## config.mk

```make
export PLATFORM = sky130hd
export DESIGN_NAME = rc5_engine_scheduler
export DESIGN_NICKNAME = d
export VERILOG_FILES = /design/src/rtl/rc5_pkg.sv /design/src/rtl/rc5_rr_arbiter.sv /design/src/rtl/rc5_engine_scheduler.sv
export SDC_FILE = /design/constraint.sdc
export NUM_CORES = 1
export LEC_CHECK = 0
export ABC_AREA = 1
export ABC_CLOCK_PERIOD_IN_PS = 2000
export BUFFER_PORTS_ARGS = -buffer_cell sky130_fd_sc_hd__clkbuf_2
export CORE_AREA = 2 2 132 134
export CTS_CLUSTER_DIAMETER = 80
export DETAILED_ROUTE_END_ITERATION = 10
export DIE_AREA = 0 0 134 136
export GPL_ROUTABILITY_DRIVEN = 0
export PLACE_DENSITY = 0.63
export SLEW_MARGIN = 10
export SYNTH_ARGS = -nofsm -noshare
export SYNTH_HDL_FRONTEND = slang
export SYNTH_SLANG_ARGS = --single-unit
```

## constraint.sdc

```tcl
create_clock -name clk -period 2 [get_ports clk]
set_input_delay 0.2 -clock clk [delete_from_list [all_inputs] [get_ports clk]]
set_output_delay 0.2 -clock clk [all_outputs]
set_load 0.02 [all_outputs]
```

## src/rtl/rc5_pkg.sv

```systemverilog
// ----------------------------------------------------------------------------
// rc5_pkg
// Shared types and constants for the RC5-32 engine scheduler slice.
//   rc5_mode_e     : job direction (encrypt / decrypt)
//   sched_state_e  : scheduler FSM states
//   RC5_W          : RC5 word width
//   RC5_BLK_W      : block width (A|B)
//   RC5_DEF_ROUNDS : default round count
//   wrap_inc()     : increment modulo n, used for the round-robin pointer
// ----------------------------------------------------------------------------
package rc5_pkg;

  localparam int RC5_W          = 32;
  localparam int RC5_BLK_W      = 2 * RC5_W;
  localparam int RC5_DEF_ROUNDS = 12;

  typedef enum logic {
    RC5_ENC = 1'b0,
    RC5_DEC = 1'b1
  } rc5_mode_e;

  typedef enum logic [2:0] {
    ST_IDLE  = 3'd0,
    ST_LOAD  = 3'd1,
    ST_ROUND = 3'd2,
    ST_FINAL = 3'd3,
    ST_RESP  = 3'd4
  } sched_state_e;

  // Returns (v + 1) mod n for 0 <= v < n.
  function automatic int wrap_inc(input int v, input int n);
    int r;
    if (v + 1 >= n) begin
      r = 0;
    end else begin
      r = v + 1;
    end
    return r;
  endfunction

endpackage

```

## src/rtl/rc5_rr_arbiter.sv

```systemverilog
// ----------------------------------------------------------------------------
// rc5_rr_arbiter
// Combinational round-robin arbiter: picks the first requesting client at or
// after rr_ptr (wrapping modulo N_REQ), only while the key table is valid.
// Ports:
//   req_valid [N_REQ]        per-client request
//   key_valid                gate: no grant while the key table is not ready
//   rr_ptr    [clog2(N_REQ)] highest-priority client this cycle
//   grant     [N_REQ]        one-hot grant, or zero
//   grant_id  [clog2(N_REQ)] index of the granted client (0 when none)
//   grant_any                some client is granted
// ----------------------------------------------------------------------------
module rc5_rr_arbiter
  import rc5_pkg::*;
#(
  parameter int N_REQ = 2
) (
  input  logic [N_REQ-1:0]         req_valid,
  input  logic                     key_valid,
  input  logic [$clog2(N_REQ)-1:0] rr_ptr,
  output logic [N_REQ-1:0]         grant,
  output logic [$clog2(N_REQ)-1:0] grant_id,
  output logic                     grant_any
);

  localparam int ID_W = $clog2(N_REQ);

  // Scan priorities starting from rr_ptr; the loop index is compared rather
  // than used as a dynamic bit index so every select stays constant.
  always_comb begin
    grant     = '0;
    grant_id  = '0;
    grant_any = 1'b0;
    if (key_valid) begin
      for (int off = 0; off < N_REQ; off++) begin
        for (int i = 0; i < N_REQ; i++) begin
          if (!grant_any && req_valid[i] &&
              (i == ((int'(rr_ptr) + off) % N_REQ))) begin
            grant[i]  = 1'b1;
            grant_id  = ID_W'(i);
            grant_any = 1'b1;
          end else begin
            grant_any = grant_any;
          end
        end
      end
    end else begin
      grant     = '0;
      grant_id  = '0;
      grant_any = 1'b0;
    end
  end

endmodule

```

## src/rtl/rc5_engine_scheduler.sv

```systemverilog
// ----------------------------------------------------------------------------
// rc5_engine_scheduler
// Sequences a shared one-round-per-cycle RC5-32 engine for N_REQ clients.
// One job at a time: IDLE -> LOAD -> ROUND x NUM_ROUNDS -> [FINAL] -> RESP.
// Ports:
//   clk, rst                 clock; synchronous active-low reset
//   req_valid/ready/mode/data  per-client job request (ready is one-hot/zero)
//   key_valid                key table ready (only looked at in IDLE)
//   key_lock                 high while a job is in flight
//   eng_din/load/step/fin/mode/round  engine control strobes (registered)
//   eng_dout                 engine state, result source
//   rsp_valid/ready/id/data  shared response channel
// Optional build macro RC5_SCHED_PERF_EN adds perf_jobs[15:0] (response
// handshakes) and perf_busy[31:0] (cycles with key_lock=1), both saturating.
// ----------------------------------------------------------------------------
module rc5_engine_scheduler
  import rc5_pkg::*;
#(
  parameter int NUM_ROUNDS = RC5_DEF_ROUNDS,
  parameter int N_REQ      = 2,
  parameter int RND_W      = 5
) (
  input  logic                         clk,
  input  logic                         rst,
  input  logic [N_REQ-1:0]             req_valid,
  output logic [N_REQ-1:0]             req_ready,
  input  logic [N_REQ-1:0]             req_mode,
  input  logic [N_REQ*RC5_BLK_W-1:0]   req_data,
  input  logic                         key_valid,
  output logic                         key_lock,
  output logic [RC5_BLK_W-1:0]         eng_din,
  output logic                         eng_load,
  output logic                         eng_step,
  output logic                         eng_fin,
  output logic                         eng_mode,
  output logic [RND_W-1:0]             eng_round,
  input  logic [RC5_BLK_W-1:0]         eng_dout,
  output logic                         rsp_valid,
  input  logic                         rsp_ready,
  output logic [$clog2(N_REQ)-1:0]     rsp_id,
  output logic [RC5_BLK_W-1:0]         rsp_data
`ifdef RC5_SCHED_PERF_EN
  ,
  output logic [15:0]                  perf_jobs,
  output logic [31:0]                  perf_busy
`endif
);

  localparam int ID_W = $clog2(N_REQ);
  localparam logic [RND_W-1:0] RND_FIRST = RND_W'(1);
  localparam logic [RND_W-1:0] RND_LAST  = RND_W'(NUM_ROUNDS);

  sched_state_e          state_r;
  logic [ID_W-1:0]       rr_ptr_r;
  logic [RND_W-1:0]      cnt_r;
  rc5_mode_e             mode_r;
  logic [ID_W-1:0]       id_r;

  logic [N_REQ-1:0]      grant_s;
  logic [ID_W-1:0]       grant_id_s;
  logic                  grant_any_s;
  logic                  accept_s;
  logic [RC5_BLK_W-1:0]  sel_data_s;
  rc5_mode_e             sel_mode_s;
  logic [ID_W-1:0]       rr_next_s;
  logic                  last_round_s;
  logic [RND_W-1:0]      cnt_next_s;

  rc5_rr_arbiter #(
    .N_REQ(N_REQ)
  ) u_arb (
    .req_valid(req_valid),
    .key_valid(key_valid),
    .rr_ptr   (rr_ptr_r),
    .grant    (grant_s),
    .grant_id (grant_id_s),
    .grant_any(grant_any_s)
  );

  // Grant is only offered in IDLE and never while reset is held.
  always_comb begin
    req_ready = '0;
    accept_s  = 1'b0;
    if (rst && (state_r == ST_IDLE)) begin
      req_ready = grant_s;
      accept_s  = grant_any_s;
    end else begin
      req_ready = '0;
      accept_s  = 1'b0;
    end
  end

  // Mux the granted client's block and mode.
  always_comb begin
    sel_data_s = '0;
    sel_mode_s = RC5_ENC;
    for (int i = 0; i < N_REQ; i++) begin
      if (grant_s[i]) begin
        sel_data_s = req_data[i*RC5_BLK_W +: RC5_BLK_W];
        sel_mode_s = rc5_mode_e'(req_mode[i]);
      end else begin
        sel_data_s = sel_data_s;
      end
    end
  end

  // Round counter stepping: up for encrypt, down for decrypt.
  always_comb begin
    rr_next_s = ID_W'(wrap_inc(int'(grant_id_s), N_REQ));
    if (mode_r == RC5_DEC) begin
      last_round_s = (cnt_r == RND_FIRST);
      cnt_next_s   = cnt_r - RND_W'(1);
    end else begin
      last_round_s = (cnt_r == RND_LAST);
      cnt_next_s   = cnt_r + RND_W'(1);
    end
  end

  // The result is exposed only while a response is being offered.
  always_comb begin
    if (rsp_valid) begin
      rsp_data = eng_dout;
    end else begin
      rsp_data = '0;
    end
  end

  // Scheduler FSM; all strobes are registered alongside the state so they
  // line up with the state they belong to.
  always_ff @(posedge clk) begin
    if (!rst) begin
      state_r   <= ST_IDLE;
      rr_ptr_r  <= '0;
      cnt_r     <= '0;
      mode_r    <= RC5_ENC;
      id_r      <= '0;
      key_lock  <= 1'b0;
      eng_din   <= '0;
      eng_load  <= 1'b0;
      eng_step  <= 1'b0;
      eng_fin   <= 1'b0;
      eng_mode  <= 1'b0;
      eng_round <= '0;
      rsp_valid <= 1'b0;
      rsp_id    <= '0;
    end else begin
      case (state_r)
        ST_IDLE: begin
          if (accept_s) begin
            state_r  <= ST_LOAD;
            mode_r   <= sel_mode_s;
            id_r     <= grant_id_s;
            rr_ptr_r <= rr_next_s;
            cnt_r    <= (sel_mode_s == RC5_DEC) ? RND_LAST : RND_FIRST;
            key_lock <= 1'b1;
            eng_load <= 1'b1;
            eng_din  <= sel_data_s;
            eng_mode <= sel_mode_s;
          end else begin
            state_r <= ST_IDLE;
          end
        end
        ST_LOAD: begin
          state_r   <= ST_ROUND;
          eng_load  <= 1'b0;
          eng_din   <= '0;
          eng_step  <= 1'b1;
          eng_round <= cnt_r;
        end
        ST_ROUND: begin
          if (last_round_s) begin
            eng_step  <= 1'b0;
            eng_round <= '0;
            if (mode_r == RC5_DEC) begin
              state_r <= ST_FINAL;
              eng_fin <= 1'b1;
            end else begin
              state_r   <= ST_RESP;
              eng_mode  <= 1'b0;
              rsp_valid <= 1'b1;
              rsp_id    <= id_r;
            end
          end else begin
            cnt_r     <= cnt_next_s;
            eng_round <= cnt_next_s;
          end
        end
        ST_FINAL: begin
          state_r   <= ST_RESP;
          eng_fin   <= 1'b0;
          eng_mode  <= 1'b0;
          rsp_valid <= 1'b1;
          rsp_id    <= id_r;
        end
        ST_RESP: begin
          if (rsp_ready) begin
            state_r   <= ST_IDLE;
            rsp_valid <= 1'b0;
            rsp_id    <= '0;
            key_lock  <= 1'b0;
          end else begin
            state_r <= ST_RESP;
          end
        end
        default: begin
          state_r   <= ST_IDLE;
          key_lock  <= 1'b0;
          eng_din   <= '0;
          eng_load  <= 1'b0;
          eng_step  <= 1'b0;
          eng_fin   <= 1'b0;
          eng_mode  <= 1'b0;
          eng_round <= '0;
          rsp_valid <= 1'b0;
          rsp_id    <= '0;
        end
      endcase
    end
  end

`ifdef RC5_SCHED_PERF_EN
  // Saturating activity counters.
  always_ff @(posedge clk) begin
    if (!rst) begin
      perf_jobs <= '0;
      perf_busy <= '0;
    end else begin
      if (rsp_valid && rsp_ready && (perf_jobs != 16'hFFFF)) begin
        perf_jobs <= perf_jobs + 16'd1;
      end else begin
        perf_jobs <= perf_jobs;
      end
      if (key_lock && (perf_busy != 32'hFFFF_FFFF)) begin
        perf_busy <= perf_busy + 32'd1;
      end else begin
        perf_busy <= perf_busy;
      end
    end
  end
`endif

endmodule
```

==> flow_metrics.env <==
export IMPL_drt_pass1_iterations=5
export IMPL_critPathLaunchType="register"
export IMPL_final_nets=1291
export IMPL_post_cts_buffers=0
export IMPL_p_int_uw=3360
export IMPL_clk_pin_slew_ns=0.07
export IMPL_ir_drop_mv=0.3332
export IMPL_max_slew_margin=0.7404
export IMPL_io_pins=342
export IMPL_die_h_um=136
export IMPL_grt_overflow=0
export IMPL_p_sw_frac=0.3163
export IMPL_cts_tree="yes"
export IMPL_synth_cell_types=27
export IMPL_dp_hpwl_um=15090
export IMPL_tightest_slew_ns=0.3894
export IMPL_drive_above_1_share=0.3943
export IMPL_clkPwrFrac=0.381
export IMPL_grt_usage=0.2075
export IMPL_status="finished clean"
export IMPL_die_area_mm2=0.01822
export IMPL_powerDensity_mw_per_mm2=667.2
export IMPL_postCtsHoldBufs=0
export IMPL_antenna_found_initial=1
export IMPL_syn_cell_area_mm2=0.005120
export IMPL_grt_pass1_wl_um=29740
export IMPL_seq_area_mm2=0.001743
export IMPL_crit_path_max_fanout=11
export IMPL_rsz0062_at_grt="false"
export IMPL_drtIter0Drc=235
export IMPL_hold_slack_ns=0.1565
export IMPL_via_per_inst=4.695
export IMPL_grt_pass1_vias=5853
export IMPL_fin_crit_sh=0.9040
export IMPL_clkLatencyLatePin_ns=0.35
export IMPL_drc=0
export IMPL_num_rows=48
export IMPL_nFillCells=1795
export IMPL_combinationalPowerShare=0.236
export IMPL_fin_skew_ns=0.007269
export IMPL_yosysWarnings=0
export IMPL_max_freq_mhz=553.1
export IMPL_postCtsResizedCells=0
export IMPL_stdcell_area_mm2=0.007366
export IMPL_setup_tns_ns=0
export IMPL_clock_path_buffers=2
export IMPL_io_buffers=341
export IMPL_ant_nets=0
export IMPL_hold_viol=0
export IMPL_layout_setup_ws_ns=0.1919
export IMPL_post_drt_wl_per_cell_um=14.87
export IMPL_hold_class="input pin to register"
export IMPL_yosysSeqAreaShare=0.3402
export IMPL_core_area_mm2=0.01688
export IMPL_multi_input_area_mm2=0.002725
export IMPL_fin_crit_ns=1.808
export IMPL_wl_um=19610
export IMPL_cts_root_buf="clkbuf_16"
export IMPL_via_count=6193
export IMPL_htreeDepth=3
export IMPL_maxCapViolations=0
export IMPL_cts_sinks=87
export IMPL_initial_core_util=0.3034
export IMPL_post_place_cells=1302
export IMPL_area_growth_pct=43.87
export IMPL_grt_max_degree=71
export IMPL_setup_violations=0
export IMPL_synth_cells=781
export IMPL_dpl_instance_area_mm2=0.007034
export IMPL_finalNonFillerCells=1319
export IMPL_numCtsBuffers=9
export IMPL_critPathKind="register to output pin"
export IMPL_drv_slew=0
export IMPL_postSynthAreaPerCell_um2=6.556
export IMPL_place_ws_ns=0.4331
export IMPL_synth_fp_nets=984
export IMPL_critPathCaptureType="output pin"
export IMPL_power_switching_uw=1554
export IMPL_critical_path_required_ns=1.80
export IMPL_synth_seq_cells=87
export IMPL_pwr_share_seq=0.383
export IMPL_crit_arrival_ns=1.61
export IMPL_p_leak_uw=0.004235
export IMPL_die_w_um=134
worst max-delay path, stage by stage (launching register included):
cell and delay [ns]:
dfxtp_1 0.39, nor2_4 0.13, nand2_2 0.06, inv_1 0.08, nand3_2 0.08, buf_4 0.20
nor2_2 0.13, clkbuf_2 0.20
through the flow:
step,util,power [uW]
2_1_floorplan,-,2644
3_3_place_gp,0.4168,3083
3_5_place_dp,0.4168,3086
4_1_cts,0.4362,4978
5_1_grt,0.4365,5211
6_report,0.4365,4914
cell families after synthesis:
family / count (synthesis) / synth area share
compound gates: 156 / 0.2016
xor+xnor: 1 / 0.001711
fa+ha+maj: 3 / 0.007332
buf+inv: 156 / 0.1315
flops: 87 / 0.3402
simple gates: 378 / 0.3177
final cells by class:
cell class                 count  area share
multi-input combinational    538      0.3700
sequential                    87      0.2366
timing repair buffer         358      0.2626
antenna                        1   0.0003397
tap                          225     0.03822
clock buffer                   9     0.03058
clock inverter                 7     0.01376
inverter                      94     0.04790
registers in the layout, indices dropped and copies added (netlist names):
name / flops
rsp_id: 1
cnt_r: 5
state_r: 3
eng_load: 1
id_r: 1
key_lock: 1
rsp_valid: 1
rr_ptr_r: 1
eng_step: 1
mode_r: 1
eng_din: 64
eng_fin: 1
eng_round: 5
eng_mode: 1
path summary, 6_finish.rpt:
| kind | from | end | slack (ns) | cells after the start |
|---|---|---|---|---|
| worst max-delay path | state_r[1] | req_ready[1] | 0.19 | 7 |
| worst min-delay path | req_data[68] | eng_din[4] | 0.16 | 3 |
| worst max register to register | cnt_r[0] | cnt_r[3] | 0.41 | 10 |
| worst min register to register | eng_fin | eng_fin | 0.46 | 2 |
Yosys cell counts, drive strengths merged:
| master | count | area share |
|---|---|---|
| a211oi | 3 | 0.0044 |
| a21o | 1 | 0.0015 |
| a21oi | 75 | 0.088 |
| a31oi | 1 | 0.0012 |
| buf | 33 | 0.041 |
| clkbuf | 29 | 0.021 |
| dfxtp | 87 | 0.34 |
| ha | 3 | 0.0073 |
| inv | 94 | 0.069 |
| nand2 | 261 | 0.20 |
| nand3 | 86 | 0.086 |
| nand3b | 2 | 0.0029 |
| nand4 | 5 | 0.0061 |
| nor2 | 24 | 0.021 |
| o211ai | 65 | 0.095 |
| o21ai | 10 | 0.0098 |
| o21bai | 1 | 0.0015 |
| xnor2 | 1 | 0.0017 |
routing by layer:
layer  global-route usage  vias to the layer above  wire, um
met5                    0                        -         0
met4              0.08097                        0       546
met3              0.05817                       26      1578
met2               0.3598                      245      9684
met1               0.2427                     2764      7804
li1                     -                     3158         -
power by group through the flow:
stage          Clock, uW  Combinational, uW  Sequential (uW)
4_1_cts             1930               1170             1880
5_1_grt             2030               1290             1890
3_3_place_gp           0               1160             1920
6_report            1870               1160             1880
3_5_place_dp           0               1160             1920
2_1_floorplan          0                664             1980
layout by cell type (no fill, tap or decap), types with 2 or more instances in the layout:
cell type   netlist  routed
clkbuf_2          0     341
nand2_1         239     237
inv_1            89      87
dfxtp_1          87      86
nand3_1          84      84
o211ai_1         65      65
a21oi_1          55      55
nand2_2          22      23
nor2_1           22      21
a21oi_2          20      20
o21ai_0          10      10
clkbuf_16         0       9
buf_4             3       9
buf_12            0       8
inv_2             5       7
nand4_1           5       5
a211oi_1          3       3
ha_1              3       3
inv_6             0       3
nor2_4            2       2
nand3b_1          2       2
bufinv_16         0       2
clkinvlp_4        0       2
(Power assumes the default switching activity.)
